$ cat src/rtl/stopwatch_pkg.sv
// Shared types and constants for the MM:SS BCD stopwatch.
package packs;
  typedef logic [3:0] BCDnumber_t;

  localparam int DIGITS = 4;
  // Index 0 is seconds units, index 3 is minutes tens.
  localparam BCDnumber_t DIGIT_MAX [DIGITS] = '{4'd9, 4'd5, 4'd9, 4'd5};
endpackage

$ cat src/rtl/stopwatch_bcd_digit.sv
// One BCD digit counting up or down between 0 and MAX; wrap flags the carry/borrow out.
module bcd_digit
  import packs::*;
#(
  parameter BCDnumber_t MAX = 4'd9
) (
  input  logic       clk,
  input  logic       rst,
  input  logic       en,
  input  logic       down,
  output BCDnumber_t value,
  output logic       wrap
);

  // Combinational so the whole carry chain settles within one step.
  assign wrap = en && (down ? (value == 4'd0) : (value == MAX));

  always_ff @(posedge clk or negedge rst) begin
    if (!rst) begin
      value <= 4'd0;
    end else if (en) begin
      if (down) value <= (value == 4'd0) ? MAX : value - 4'd1;
      else      value <= (value == MAX) ? 4'd0 : value + 4'd1;
    end
  end

endmodule

$ cat src/rtl/stopwatch.sv
// Four-digit MM:SS stopwatch with registered step/rollover strobes.
// Optional saturation at 59:59 / 00:00 when STOPWATCH_SAT_EN is defined.
module stopwatch
  import packs::*;
(
  input  logic       clk,
  input  logic       rst,
  input  logic       tick,
  input  logic       sign,
  output BCDnumber_t digit [DIGITS],
  output logic       pulse [DIGITS+1]
);

  logic en   [DIGITS];
  logic wrap [DIGITS];

`ifdef STOPWATCH_SAT_EN
  // At the limit for the current direction the step is suppressed entirely.
  logic at_limit;
  always_comb begin
    at_limit = 1'b1;
    for (int i = 0; i < DIGITS; i++) begin
      if (digit[i] != (sign ? 4'd0 : DIGIT_MAX[i])) at_limit = 1'b0;
    end
  end
  assign en[0] = tick && !at_limit;
`else
  assign en[0] = tick;
`endif

  generate
    for (genvar gi = 0; gi < DIGITS; gi++) begin : g_digit
      if (gi > 0) begin : g_chain
        assign en[gi] = en[gi-1] && wrap[gi-1];
      end
      bcd_digit #(.MAX(DIGIT_MAX[gi])) u_digit (
        .clk   (clk),
        .rst   (rst),
        .en    (en[gi]),
        .down  (sign),
        .value (digit[gi]),
        .wrap  (wrap[gi])
      );
    end
  endgenerate

  always_ff @(posedge clk or negedge rst) begin
    if (!rst) begin
      for (int i = 0; i <= DIGITS; i++) pulse[i] <= 1'b0;
    end else begin
      pulse[0] <= en[0];
      for (int i = 0; i < DIGITS; i++) pulse[i+1] <= wrap[i];
    end
  end

endmodule

$ cat config.mk
export PLATFORM = sky130hd
export DESIGN_NAME = stopwatch
export DESIGN_NICKNAME = d
export VERILOG_FILES = /design/src/rtl/stopwatch_pkg.sv /design/src/rtl/stopwatch_bcd_digit.sv /design/src/rtl/stopwatch.sv
export SDC_FILE = /design/constraint.sdc
export NUM_CORES = 1
export LEC_CHECK = 0
export BUFFER_PORTS_ARGS = -buffer_cell sky130_fd_sc_hd__buf_2
export CAP_MARGIN = 20
export CELL_PAD_IN_SITES_DETAIL_PLACEMENT = 0
export CELL_PAD_IN_SITES_GLOBAL_PLACEMENT = 2
export CORE_AREA = 2 2 82 60
export DETAILED_ROUTE_END_ITERATION = 8
export DIE_AREA = 0 0 84 62
export GPL_ROUTABILITY_DRIVEN = 0
export PLACE_DENSITY_LB_ADDON = 0.1
export SYNTH_ARGS = -nofsm -noshare
export SYNTH_HDL_FRONTEND = slang
export SYNTH_SLANG_ARGS = --single-unit
$ cat constraint.sdc
create_clock -name clk -period 2.3 [get_ports clk]
set_input_delay 0 -clock clk [delete_from_list [all_inputs] [get_ports clk]]
set_output_delay 0 -clock clk [all_outputs]
set_load 0.01 [all_outputs]
==> results.txt, run 1 <==
The flow ran to the end, and the final reports show no timing, DRC or antenna violations. The final period utilization is 85.0%. The initial antenna violation count was 0. The repair_antennas step left the layout with diodes totalling 0. For this block, wires on met1 add up to 1720 µm. The clock sink total is 21. The clock latency reported for the late side of the worst-skew pair came out at 0.26 ns. The total area inside the core boundary comes to 0.00455 mm².

The combinational share of power came out at 40.7%. The average detailed-routed wire length per instance is 14.5 µm. The detailed placer's ending HPWL came out at 2380 µm.

For the final routed database, the setup TNS stands at 0 ns. TritonCTS created 3 clock buffers. The total number of yosys warnings came out at 0. The largest vdd supply drop came out at 0.457 mV.

The count of boundary I/O pins came out at 25. The vertical die dimension came out at 62 µm. The maximum clock insertion buffer count is 2. The required time at the worst-slack endpoint is 2.45 ns.

For this run, the number of standard cells in the final layout without fillers is 237. The total detailed-routing wirelength is 3430 µm. Global routing used 14.2% of the available tracks. The initial standard-cell utilization of the core is 31.0%.

The count of fill cells added during filler insertion is 483. The leading register cell type out of synthesis is dfrtp_1. The switching share of power is 42.9%. The clock edge transition at the registers on the reported setup and hold paths came out at 0.08 ns. The H-tree depth came out at 1. The clock network accounts for 15.9% of the total power. The final count of pins violating max slew is 0. The top cell type by total area after synthesis is dfrtp_1. The detailed-route via count is 1,219. The buffer cell driving the clock tree root is clkbuf_8. Port buffering added 24 buffers.

Setup violations remaining at the end of the flow were counted as 0. The data arrival time at the worst-slack endpoint is 2.11 ns. STA classifies the critical path endpoint as a flop. Counting instances in the post-synthesis netlist gives the leading cell types as dfrtp_1, nor2_1, nand2_1, o21ai_0, a21oi_1. The width of the die is 84 µm. The detailed router used layers up to and including met4. Of all flip-flops after synthesis, the portion carrying an async set or reset was 100%. Summed over all nets, wire length on met2 after detailed routing comes to 1500 µm. The remaining design rule violation count came out at 0.

The number of endpoints with negative hold slack in the final report is 0. The number of placement rows came out at 21. The first global-routing pass estimated 5710 µm of wire.

The area growth from synthesis to layout is 13.1%. The reported net switching power is 665 µW. The violation count after the first detailed-route iteration is 56.

The synthesized net count came out at 165. The share of final-layout standard cells stronger than drive strength 1 is 22.8%. The average instance area after synthesis is 8.75 µm². The number of global-route vias before repair came out at 1,127.

Across the run, the number of max-cap violations was 0. The maximum fanout encountered on the critical timing path is 13. The design internal power came out at 885 µW. The cell area after technology mapping is 0.00141 mm². In this run, distinct cell masters in the synthesized netlist total 47. The final setup skew is 0.00453 ns. The number of enable flip-flop cells after synthesis is 0.

The share of Yosys cell area claimed by the top area cell type came out at 37.3%. Setup repair after global routing left no endpoint under its margin. The residual overflow from global routing is 0. The final-layout worst hold slack came out at 0.170 ns.

Detailed routing placed a total of 204 µm of wire on met3. The number of instances in the placed design came out at 231. For this design the ratio of total power to cell area is 972 mW/mm². The standby leakage power is 0.000687 µW. The number of synthesized register bits is 21. After the last flow step, the layout net total stands at 185. By area the synthesized netlist is led by dfrtp_1, o21ai_0, nor2_1. The sum of internal, switching and leakage power is 1550 µW.

Per report_power, the sequential group accounts for 43.4% of the total. The count of TritonRoute iterations in the first routing pass came out at 4. The slew at the pin with the worst max-slew slack came out at 0.527 ns. In the routed layout, each cell is associated on average with a via count of 5.14. STA classifies the critical path startpoint as a flop. Once layout is complete, the utilization of the core stands at 35.1%. By startpoint and endpoint, the worst setup path is classified as reg2reg.

TritonCTS built the clock tree. The fmax is 512 MHz. The synthesized netlist cell count came out at 161. The post-CTS setup buffer count is 0. The total die area is 0.00521 mm².

The worst hold path belongs to the class in2reg. The final critical path time including I/O delays and setup is 1.95 ns. The maximum number of pins on one net before global-route repair is 24. The share of synthesized area occupied by flip-flops and latches came out at 37.3%. The worst pin sits at a relative slew slack of 64.9%. The number of antenna-violating nets in the routed design is 0.

Among all cell types in the netlist, the one instantiated most often is dfrtp_1.
==> path summary, 6_finish.rpt <==
check                                                          end  slack (ns)                                     from  depth (start not counted)
setup / recovery           g_digit[2].u_digit.value[3]$_DFFE_PN0P_        0.35  g_digit[0].u_digit.value[0]$_DFFE_PN0P_                          5
max in group asynchronous  g_digit[3].u_digit.value[2]$_DFFE_PN0P_        1.69                                      rst                          2
hold reg to reg                                 pulse[0]$_DFF_PN0_        0.51  g_digit[3].u_digit.value[3]$_DFFE_PN0P_                          1
min in group asynchronous  g_digit[1].u_digit.value[1]$_DFFE_PN0P_        0.25                                      rst                          2
hold / removal             g_digit[1].u_digit.value[3]$_DFFE_PN0P_        0.17                                     sign                          2
setup reg to reg           g_digit[2].u_digit.value[3]$_DFFE_PN0P_        0.35  g_digit[0].u_digit.value[0]$_DFFE_PN0P_                          5
==> cell families after synthesis <==
| logic type | count (synthesis) | share of synthesized area [%] |
|---|---|---|
| XOR/XNOR | 9 | 5.60 |
| buffers and inverters | 23 | 9.68 |
| AO/OA/AOI/OAI | 41 | 18.5 |
| multiplexers | 4 | 2.93 |
| AND/OR/NAND/NOR | 63 | 26.0 |
| flip-flops | 21 | 37.3 |
==> final cells by class <==
cell class,instances,area [µm²],area share (%)
Clock buffer,4,45.0,2.83
Inverter,8,35.0,2.20
Multi-Input combinational cell,117,747,46.9
Sequential cell,21,526,33.0
Tap cell,57,71.3,4.47
Timing Repair Buffer,30,170,10.7
==> state kept, by name, indices dropped and copies added (netlist names) <==
signal / cells
g_digit.u_digit.value: 16
pulse: 5
==> worst max-delay path, cell delays in order (launching register included) <==
cell,delay [ns]
dfrtp_1,0.52
and3b_1,0.24
o21ai_2,0.22
or2_1,0.39
o22ai_1,0.16
a211o_1,0.31
==> power groups by stage <==
stage / Sequential, µW / Clock, µW / Combinational, µW
after floorplan: 584 / 0 / 571
after global placement: 673 / 0 / 632
after detailed placement: 679 / 0 / 632
after CTS: 671 / 265 / 639
after global routing: 705 / 281 / 715
final: 673 / 247 / 630
==> metrics by stage <==
stage	worst slack [ns]	cell area, µm²
2_1_floorplan	0.595	1410
3_3_place_gp	0.408	1530
3_5_place_dp	0.349	1530
4_1_cts	0.326	1590
5_1_grt	0.210	1590
6_report	0.346	1590
==> cell usage in the layout (no fill, tap or decap), types with 2 or more instances in the layout <==
master | Yosys | layout
xor2_1 | 3 | 3
clkbuf_8 | 0 | 3
nor3b_2 | 3 | 3
nand4_1 | 2 | 2
or3_1 | 2 | 2
nor3_1 | 3 | 3
o21ai_1 | 2 | 2
nand3_1 | 4 | 4
and3b_1 | 2 | 2
nand2b_1 | 4 | 4
mux2i_1 | 3 | 3
buf_4 | 3 | 4
dfrtp_1 | 21 | 21
nor4b_2 | 2 | 2
inv_1 | 6 | 6
nand2_1 | 15 | 15
o22ai_1 | 2 | 2
buf_2 | 3 | 24
o21ai_0 | 14 | 14
a21oi_1 | 8 | 8
o41ai_1 | 2 | 2
a31oi_1 | 3 | 3
nor2b_1 | 2 | 2
nor2_1 | 16 | 16
dlygate4sd3_1 | 0 | 2
xnor2_1 | 6 | 6
==> timing repair <==
item | 4_1_cts | 5_1_grt
hold buffers | 2 | 0
setup endpoints to repair | 0 | 0
endpoints found under the hold margin | 22 | 0
gates resized for setup | 0 | 0
==> routing by layer <==
metal / up-vias / GRT usage, %
li1: 605 / -
met4: 0 / 2.07
met1: 585 / 20.0
met5: - / 0
met2: 27 / 22.4
met3: 2 / 4.10
Note: power is estimated with default switching activity, not from simulation.
==> run 2, diff against run 1 <==
--- a/config.mk
+++ b/config.mk
@@ -9,9 +9,9 @@
 export CAP_MARGIN = 20
 export CELL_PAD_IN_SITES_DETAIL_PLACEMENT = 0
 export CELL_PAD_IN_SITES_GLOBAL_PLACEMENT = 2
-export CORE_AREA = 2 2 82 60
+export CORE_AREA = 2 2 85 63
 export DETAILED_ROUTE_END_ITERATION = 8
-export DIE_AREA = 0 0 84 62
+export DIE_AREA = 0 0 87 65
 export GPL_ROUTABILITY_DRIVEN = 0
 export PLACE_DENSITY_LB_ADDON = 0.1
 export SYNTH_ARGS = -nofsm -noshare
==> constraint.sdc (replaced) <==
create_clock -name clk -period 1.7 [get_ports clk]
set_input_delay 0 -clock clk [delete_from_list [all_inputs] [get_ports clk]]
set_output_delay 0 -clock clk [all_outputs]
set_load 0.01 [all_outputs]
==> results.txt, run 2 (synthesis results as in run 1) <==
The run finished with clean final reports. The initial standard-cell utilization of the core is 28.6% (-2.4 points). The detailed route wirelength on metal3 is 181 µm (-11%). The clock edge transition at the registers on the reported setup and hold paths is 0.09 ns (about the same). The violation count after the first detailed-route iteration was 43 (-23%).

Setup repair after global routing could not meet its margin everywhere. The number of global-route vias before repair came to 1,261 (+12%). The critical path buffer and inverter count came out at 0 (unchanged). The worst setup path is launched from a flop. The clock sink total came out at 21 (unchanged).

The switching share of power came out at 42.4% (-0.58 points). The total of endpoints with negative setup slack in the final report is 0 (unchanged). The remaining design rule violation count was 0 (unchanged). The path with the worst hold slack has its endpoint at g_digit[2].u_digit.value[2]$_DFFE_PN0P_. The count of fill cells added during filler insertion came to 525 (+8.7%). The number of nets in the layout is 213 (+15%). The number of endpoints with negative hold slack in the final report came to 0 (unchanged). The sum of met2 wire segment lengths after detailed routing came to 1740 µm (+16%). The global-route usage over all layers came out at 14.2% (+0.049 points). The count of TritonRoute iterations in the first routing pass is 4 (unchanged). The post-route non-filler standard cell count came to 268 (+13%). The highest routing layer actually used is met4.

The design internal power came out at 1380 µW (+57%). The total die area is 0.00566 mm² (+8.6%). The category of the critical setup timing path is reg2reg. The average detailed-routed wire length per instance came out at 14.3 µm (-1.1%). The clock network fraction of design power is 14.5% (-1.4 points).

More flip-flops sit in one register than any other, and that register is g_digit.u_digit.value. The reported net switching power is 1020 µW (+53%). The combinational share of power is 54.6% (+14 points). The final critical path time including I/O delays and setup is 1.69 ns (-0.267 ns). The relative contribution of sequential cells to total power is 30.9% (-13 points).

The slew at the pin with the worst max-slew slack came out at 0.510 ns (-0.0161 ns). The register area is 526 µm² (unchanged). The logic depth of the worst register-to-register path is 5 (unchanged).

The width of the die is 87 µm (+3.6%). The share of final-layout standard cells stronger than drive strength 1 came out at 39.4% (+17 points). The diode insertion count for antenna repair came out at 0 (unchanged).

On the critical path, the stage with the largest delay is an instance of dfrtp_1. The hold path depth came out at 3 (+1). The count of boundary I/O pins was 25 (unchanged). The setup slack of the worst register-to-register path came out at 0.01 ns (-0.33 ns).

The final setup skew is 0.00524 ns (+0.000708 ns). The detailed-route vias per instance came out at 5.10 (-0.83%). The total CTS buffers came to 3 (unchanged). The total detailed-routing wirelength came out at 3840 µm (+12%). The H-tree depth came out at 1 (unchanged). STA classifies the critical path endpoint as a flop.

The detailed placer's ending HPWL is 2730 µm (+15%). The utilization after layout was 38.6% (+3.5 points). The area of combinational cells with multiple inputs came out at 828 µm² (+11%). The vertical die dimension was 65 µm (+4.8%). The stage delay of the slowest cell on the critical path was 0.42 ns (-0.10 ns).

The fmax came out at 593 MHz (+16%). The number of instances in the placed design is 257 (+11%). The tree is rooted in a clkbuf_8. The data arrival time at the worst-slack endpoint is 1.85 ns (-0.26 ns). In the layout the commonest cells are buf_4, buf_2, dfrtp_1. The required time at the worst-slack endpoint is 1.86 ns (-0.59 ns). Relative to the synthesized area, the layout overhead comes to 34.9%. The final count of pins violating max slew came to 0 (unchanged). The maximum clock insertion buffer count is 2 (unchanged). The critical path goes through nor4b_4 -> a31oi_4 -> nor4_4 -> nand2_1 -> a221o_1. The total of max-cap violations is 0 (unchanged).

The sum of routed wire segments on met1 came out at 1880 µm (+9.3%). The flip-flop count of the largest register, all copies and words added is 16 (unchanged). The maximum fanout encountered on the critical timing path was 3 (-10). The number of port buffers was 24 (unchanged). The residual overflow from global routing is 0 (unchanged). The maximum number of pins on one net before global-route repair is 22 (-8.3%). The normalized max-slew margin was 66.0% (+1.1 points). In this run the critical register-to-register path is captured at g_digit[3].u_digit.value[2]$_DFFE_PN0P_.

The standby leakage power is 0.000855 µW (+24%). The final period utilization is 99.2% (+14 points). Leaving out fill and tap cells, the most frequent cell in the layout is buf_4. The type of the worst min-delay path is in2reg. Broken down by cell family, the worst path's largest delay share belongs to simple AND/OR/NAND/NOR gates.

The number of placement rows is 22 (+4.8%). The detailed-route via count came out at 1,367 (+12%). The power per unit of standard cell area came to 1260 mW/mm² (+30%). The largest vdd supply drop came to 0.278 mV (-39%). The worst reg2reg path startpoint is g_digit[2].u_digit.value[0]$_DFFE_PN0P_. The initial antenna violation count came to 0 (unchanged). TritonCTS built the clock tree.

The clock latency reported for the late side of the worst-skew pair is 0.27 ns (about the same). The startpoint identified for the worst hold timing path is sign. The number of antenna-violating nets in the routed design is 0 (unchanged). The core area came out at 0.00493 mm² (+8.4%). The largest registers in the layout are g_digit.u_digit.value (16), pulse (5). In this run the worst setup path begins at g_digit[2].u_digit.value[0]$_DFFE_PN0P_. The global-route wire length before repair is 6220 µm (+8.9%).
## run 2: cell count changes in the layout (fill, tap and decap cells not counted), sizes merged
cell / delta
clkinvlp: +1
clkbuf: -1
buf: +28
## run 2: layer usage
layer / vias up / global-route usage [%]
met4: 0 / 3.52
li1: 662 / -
met3: 4 / 3.06
met2: 38 / 21.1
met1: 663 / 20.8
met5: - / 0
## run 2: worst register-to-register path: cells and delay by family (launching register included)
kind	cells	cell delay (ns)
compound gates	2	0.41
flops	1	0.42
simple gates	3	0.76
## run 2: final cells by class
cell class / count / share of cell area, %
clock buffers: 3 / 2.17
clock inverters: 1 / 0.395
repair buffers: 58 / 20.4
multi-input cells: 117 / 43.6
inverters: 8 / 1.84
well taps: 60 / 3.95
flip-flops and latches: 21 / 27.6
## run 2: worst max-delay path by stage
stage	to	slack (ns)	cells past startpoint
finish	g_digit[3].u_digit.value[2]$_DFFE_PN0P_	0.01	5
global route	g_digit[3].u_digit.value[2]$_DFFE_PN0P_	-0.09	5
CTS	g_digit[3].u_digit.value[2]$_DFFE_PN0P_	-0.04	5
detailed placement	g_digit[2].u_digit.value[3]$_DFFE_PN0P_	-0.04	7
global placement	g_digit[3].u_digit.value[2]$_DFFE_PN0P_	-0.03	5
floorplan	g_digit[2].u_digit.value[3]$_DFFE_PN0P_	0.003	8
## run 2: per-stage QoR
step / hold WS (ns) / power [µW] / instance area [µm²] / worst slack (ns) / setup TNS, ns
floorplan: -0.296 / 1580 / 1420 / 0.00331 / 0
global placement: -0.00368 / 1980 / 1710 / -0.0263 / -0.0263
detailed placement: 0.00740 / 1990 / 1710 / -0.0400 / -0.0526
CTS: 0.160 / 2370 / 1780 / -0.0401 / -0.0699
global route: 0.199 / 2600 / 1900 / -0.0949 / -0.307
finish: 0.171 / 2400 / 1900 / 0.0128 / 0
## run 2: power by group through the flow
stage	sequential [µW]	clock, µW	combinational, µW
5_1_grt	765	390	1450
2_1_floorplan	792	0	789
3_3_place_gp	732	0	1250
3_5_place_dp	744	0	1250
6_report	742	348	1310
4_1_cts	734	369	1260
## run 2: repair_timing
item	CTS	global route
endpoints found under the setup margin	2	7
hold buffers	2	0
resized for setup	1	15
pin swaps	0	8
hold endpoints to repair	22	0
buffers inserted	0	5
==> run 3, diff against run 2 <==
--- a/config.mk
+++ b/config.mk
@@ -5,13 +5,14 @@
 export SDC_FILE = /design/constraint.sdc
 export NUM_CORES = 1
 export LEC_CHECK = 0
+export ABC_AREA = 1
 export BUFFER_PORTS_ARGS = -buffer_cell sky130_fd_sc_hd__buf_2
 export CAP_MARGIN = 20
 export CELL_PAD_IN_SITES_DETAIL_PLACEMENT = 0
 export CELL_PAD_IN_SITES_GLOBAL_PLACEMENT = 2
-export CORE_AREA = 2 2 85 63
+export CORE_AREA = 2 2 89 65
 export DETAILED_ROUTE_END_ITERATION = 8
-export DIE_AREA = 0 0 87 65
+export DIE_AREA = 0 0 91 67
 export GPL_ROUTABILITY_DRIVEN = 0
 export PLACE_DENSITY_LB_ADDON = 0.1
 export SYNTH_ARGS = -nofsm -noshare
==> results.txt, run 3 <==
The total die area is 0.00610 mm² (+7.8%). The vertical die dimension is 67 µm (+3.1%). The detailed placer's ending HPWL came to 2430 µm (-11%). The post-route non-filler standard cell count is 299 (+12%). The maximum number of pins on one net before global-route repair came out at 22 (unchanged).

By area the synthesized netlist is led by dfrtp_1, nand2_1, nor2_1. The total of max-cap violations came out at 0 (unchanged). The hold path depth is 4 (+1). The initial standard-cell utilization of the core came out at 25.7% (-2.9 points). The count of boundary I/O pins is 25 (unchanged).

The average detailed-routed wire length per instance was 10.9 µm (-24%). The total non-filler cell area in the finished layout came to 0.00161 mm² (-15%). The worst setup path is launched from a flop. The sum of negative setup slack came to 0 ns (unchanged). The fraction of synthesis flops using an asynchronous set or reset pin came out at 100% (unchanged). The number of placement rows came to 22 (unchanged). The switching share of power came out at 46.9% (+4.5 points). Among all stages on the critical path, the largest delay is contributed by dfrtp_1.

The final period utilization came out at 88.1% (-11 points). The number of gates given a new drive strength after cts is 0 (-1). The diode insertion count for antenna repair is 0 (unchanged).

The most instantiated library cell after synthesis is nand2_1. The global-route usage over all layers came to 11.6% (-2.6 points). The area of combinational cells with multiple inputs came to 693 µm² (-16%). The area growth from synthesis to layout is 21.2%.

The H-tree depth is 1 (unchanged). The synthesized net count was 201 (+22%). The remaining design rule violation count is 0 (unchanged). The hold-critical path endpoint is g_digit[0].u_digit.value[2]$_DFFE_PN0P_.

The number of instances in the placed design came out at 293 (+14%). The number of endpoints with negative hold slack in the final report is 0 (unchanged). The initial antenna violation count came out at 0 (unchanged). The total of endpoints with negative setup slack in the final report came out at 0 (unchanged).

The worst setup path is captured at a flop. The maximum clock insertion buffer count is 2 (unchanged). The clock latency reported for the late side of the worst-skew pair came to 0.26 ns (about the same). The count of fill cells added during filler insertion came out at 607 (+16%). The largest vdd supply drop is 0.344 mV (+24%).

The total number of yosys warnings came out at 0 (unchanged). More flip-flops sit in one register than any other, and that register is g_digit.u_digit.value. The count of TritonRoute iterations in the first routing pass came out at 5 (+1).

The global-route wire length before repair was 5640 µm (-9.2%). The number of enable flip-flop cells after synthesis is 0 (unchanged). The violation count after the first detailed-route iteration is 56 (+30%). The setup slack of the worst register-to-register path came out at 0.20 ns (+0.19 ns).

The logic depth of the worst register-to-register path was 9 (+4). The power per unit of standard cell area came out at 1530 mW/mm² (+21%). The number of port buffers is 24 (unchanged). The maximum fanout encountered on the critical timing path came to 12 (+9). The number of nets in the layout is 232 (+8.9%). The standby leakage power was 0.000867 µW (+1.4%).

The design internal power came to 1310 µW (-5.2%). The total number of cells along the worst setup path is 9 (+4). The flip-flop count of the largest register, all copies and words added came out at 16 (unchanged). The number of synthesized register bits was 21 (unchanged). The detailed-route via count is 1,299 (-5.0%). The share of synthesized area occupied by flip-flops and latches came out at 39.5% (+2.2 points). The share of final-layout standard cells stronger than drive strength 1 came to 18.1% (-21 points). The min-delay analysis places its worst path in the category in2reg.

The worst setup path startpoint is g_digit[0].u_digit.value[3]$_DFFE_PN0P_. The critical path buffer and inverter count came out at 2 (+2). The number of antenna-violating nets in the routed design came to 0 (unchanged).

The total CTS buffers came to 3 (unchanged). The pre-CTS setup slack is 0.183 ns (+0.223 ns). The post-CTS setup buffer count is 0 (unchanged).

The number of global-route vias before repair was 1,217 (-3.5%). The share of Yosys cell area claimed by the top area cell type was 39.5% (+2.2 points). The slew at the pin with the worst max-slew slack came out at 0.510 ns (-0.000335 ns). The buffer cell driving the clock tree root is clkbuf_8.

The clock edge transition at the registers on the reported setup and hold paths was 0.08 ns (about the same). The most common cell after layout, fill and taps aside is nand2_1. The data arrival time at the worst-slack endpoint was 1.65 ns (-0.20 ns). The final worst setup slack came to 0.203 ns (+0.190 ns). The clock tree from TritonCTS is built. The worst min-delay path startpoint is sign.

The worst reg2reg path startpoint is g_digit[0].u_digit.value[3]$_DFFE_PN0P_. The average instance area after synthesis came out at 6.75 µm² (-23%). The synthesized netlist cell count came out at 197 (+22%). The detailed-route vias per instance is 4.34 (-15%). The worst setup path is of the reg2reg kind. The clock sink total came out at 21 (unchanged).

Setup repair after global routing left no endpoint under its margin. The fmax came out at 668 MHz (+13%). The number of unique standard cell types used by synthesis is 23 (-51%).

The cell that appears most often on the critical path is nand2_1. The reported net switching power came out at 1160 µW (+14%). The stage delay of the slowest cell on the critical path is 0.44 ns (+0.02 ns). The relative contribution of sequential cells to total power is 36.8% (+5.9 points). The largest registers in the layout are g_digit.u_digit.value (16), pulse (5). The area after detailed placement came out at 0.00155 mm² (-9.6%). The register area is 526 µm² (unchanged).

The clock network fraction of design power is 13.3% (-1.2 points). The normalized max-slew margin was 66.0% (about the same). The cell area after technology mapping came to 0.00133 mm² (-5.6%). The core area is 0.00517 mm² (+5.0%). The final count of pins violating max slew is 0 (unchanged). The residual overflow from global routing came out at 0 (unchanged). Walking the worst path, the cells encountered are inv_1 -> nor2_1 -> nand2_1 -> nand2_2 -> nand3_4 -> nor2_4 -> inv_1 -> nand2_1 -> nand2_1. The final setup skew is 0.00288 ns (-0.00235 ns). Leaving out fill and tap cells, the most frequent cells in the layout are nand2_1, nor2_1, buf_2.

The required time at the worst-slack endpoint is 1.85 ns (about the same). The run finished with clean final reports. The gate family responsible for the most delay along the worst path is simple AND/OR/NAND/NOR gates. The total detailed-routing wirelength came to 3270 µm (-15%).

The combinational share of power is 49.8% (-4.8 points). The final critical path time including I/O delays and setup is 1.50 ns (-0.190 ns). The width of the die is 91 µm (+4.6%). The worst reg2reg path endpoint is g_digit[2].u_digit.value[3]$_DFFE_PN0P_.

The leading register cell type out of synthesis is dfrtp_1. The biggest area contributor in the post-synthesis netlist is dfrtp_1. Ranked by instance count, the synthesized netlist is headed by nand2_1, nor2_1, dfrtp_1, inv_1, nand3_1.
[run 3: worst register-to-register path, cell delays in order (launching register included)]
cell,delay (ns)
dfrtp_1,0.44
inv_1,0.08
nor2_1,0.12
nand2_1,0.08
nand2_2,0.08
nand3_4,0.11
nor2_4,0.26
inv_1,0.09
nand2_1,0.06
nand2_1,0.05
[run 3: logic make-up after synthesis]
kind of cell    Yosys count  synth area share (%)
compound gates           25                  9.69
flops                    21                  39.5
xor+xnor                  3                  1.98
buf+inv                  27                  8.37
simple gates            121                  40.5
[run 3: power groups by stage]
stage	logic, µW	clock network [µW]	registers, µW
3_5_place_dp	1230	0	917
6_report	1230	330	910
4_1_cts	1240	349	911
3_3_place_gp	1270	0	915
5_1_grt	1420	367	951
2_1_floorplan	770	0	952
[run 3: through the flow]
step	total power (µW)	hold slack, ns	utilization (%)
3_5_place_dp	2150	0.00203	29.9
6_report	2470	0.206	31.1
2_1_floorplan	1720	-0.296	-
3_3_place_gp	2180	0.00236	29.9
5_1_grt	2740	0.247	31.1
4_1_cts	2500	0.202	31.1
[run 3: what timing repair did]
item / in CTS / in global routing
hold buffers: 2 / 0
setup endpoints to repair: 0 / 0
endpoints found under the hold margin: 22 / 0
[run 3: area by class of cell]
class / instances / share of cell area (%)
sequential: 21 / 32.6
inverter: 23 / 5.36
tap: 72 / 5.59
clock buffer: 3 / 2.56
multi-input combinational: 149 / 43.0
timing repair buffer: 30 / 10.6
clock inverter: 1 / 0.311
[run 3: worst max-delay path by stage]
stage / end / slack [ns]
2_1_floorplan: g_digit[3].u_digit.value[2]$_DFFE_PN0P_ / 0.33
3_3_place_gp: g_digit[2].u_digit.value[3]$_DFFE_PN0P_ / 0.12
3_5_place_dp: g_digit[2].u_digit.value[3]$_DFFE_PN0P_ / 0.18
4_1_cts: g_digit[2].u_digit.value[3]$_DFFE_PN0P_ / 0.17
5_1_grt: g_digit[2].u_digit.value[3]$_DFFE_PN0P_ / 0.01
6_report: g_digit[2].u_digit.value[3]$_DFFE_PN0P_ / 0.20
[run 3: per-layer routing]
layer	part of all wire, %	wire (µm)	vias up	global-route usage [%]
met1	54	1750	589	16.0
li1	-	-	679	-
met3	4.4	145	2	3.51
met4	0.21	7	0	1.33
met2	42	1370	29	18.3
met5	0	0	-	0
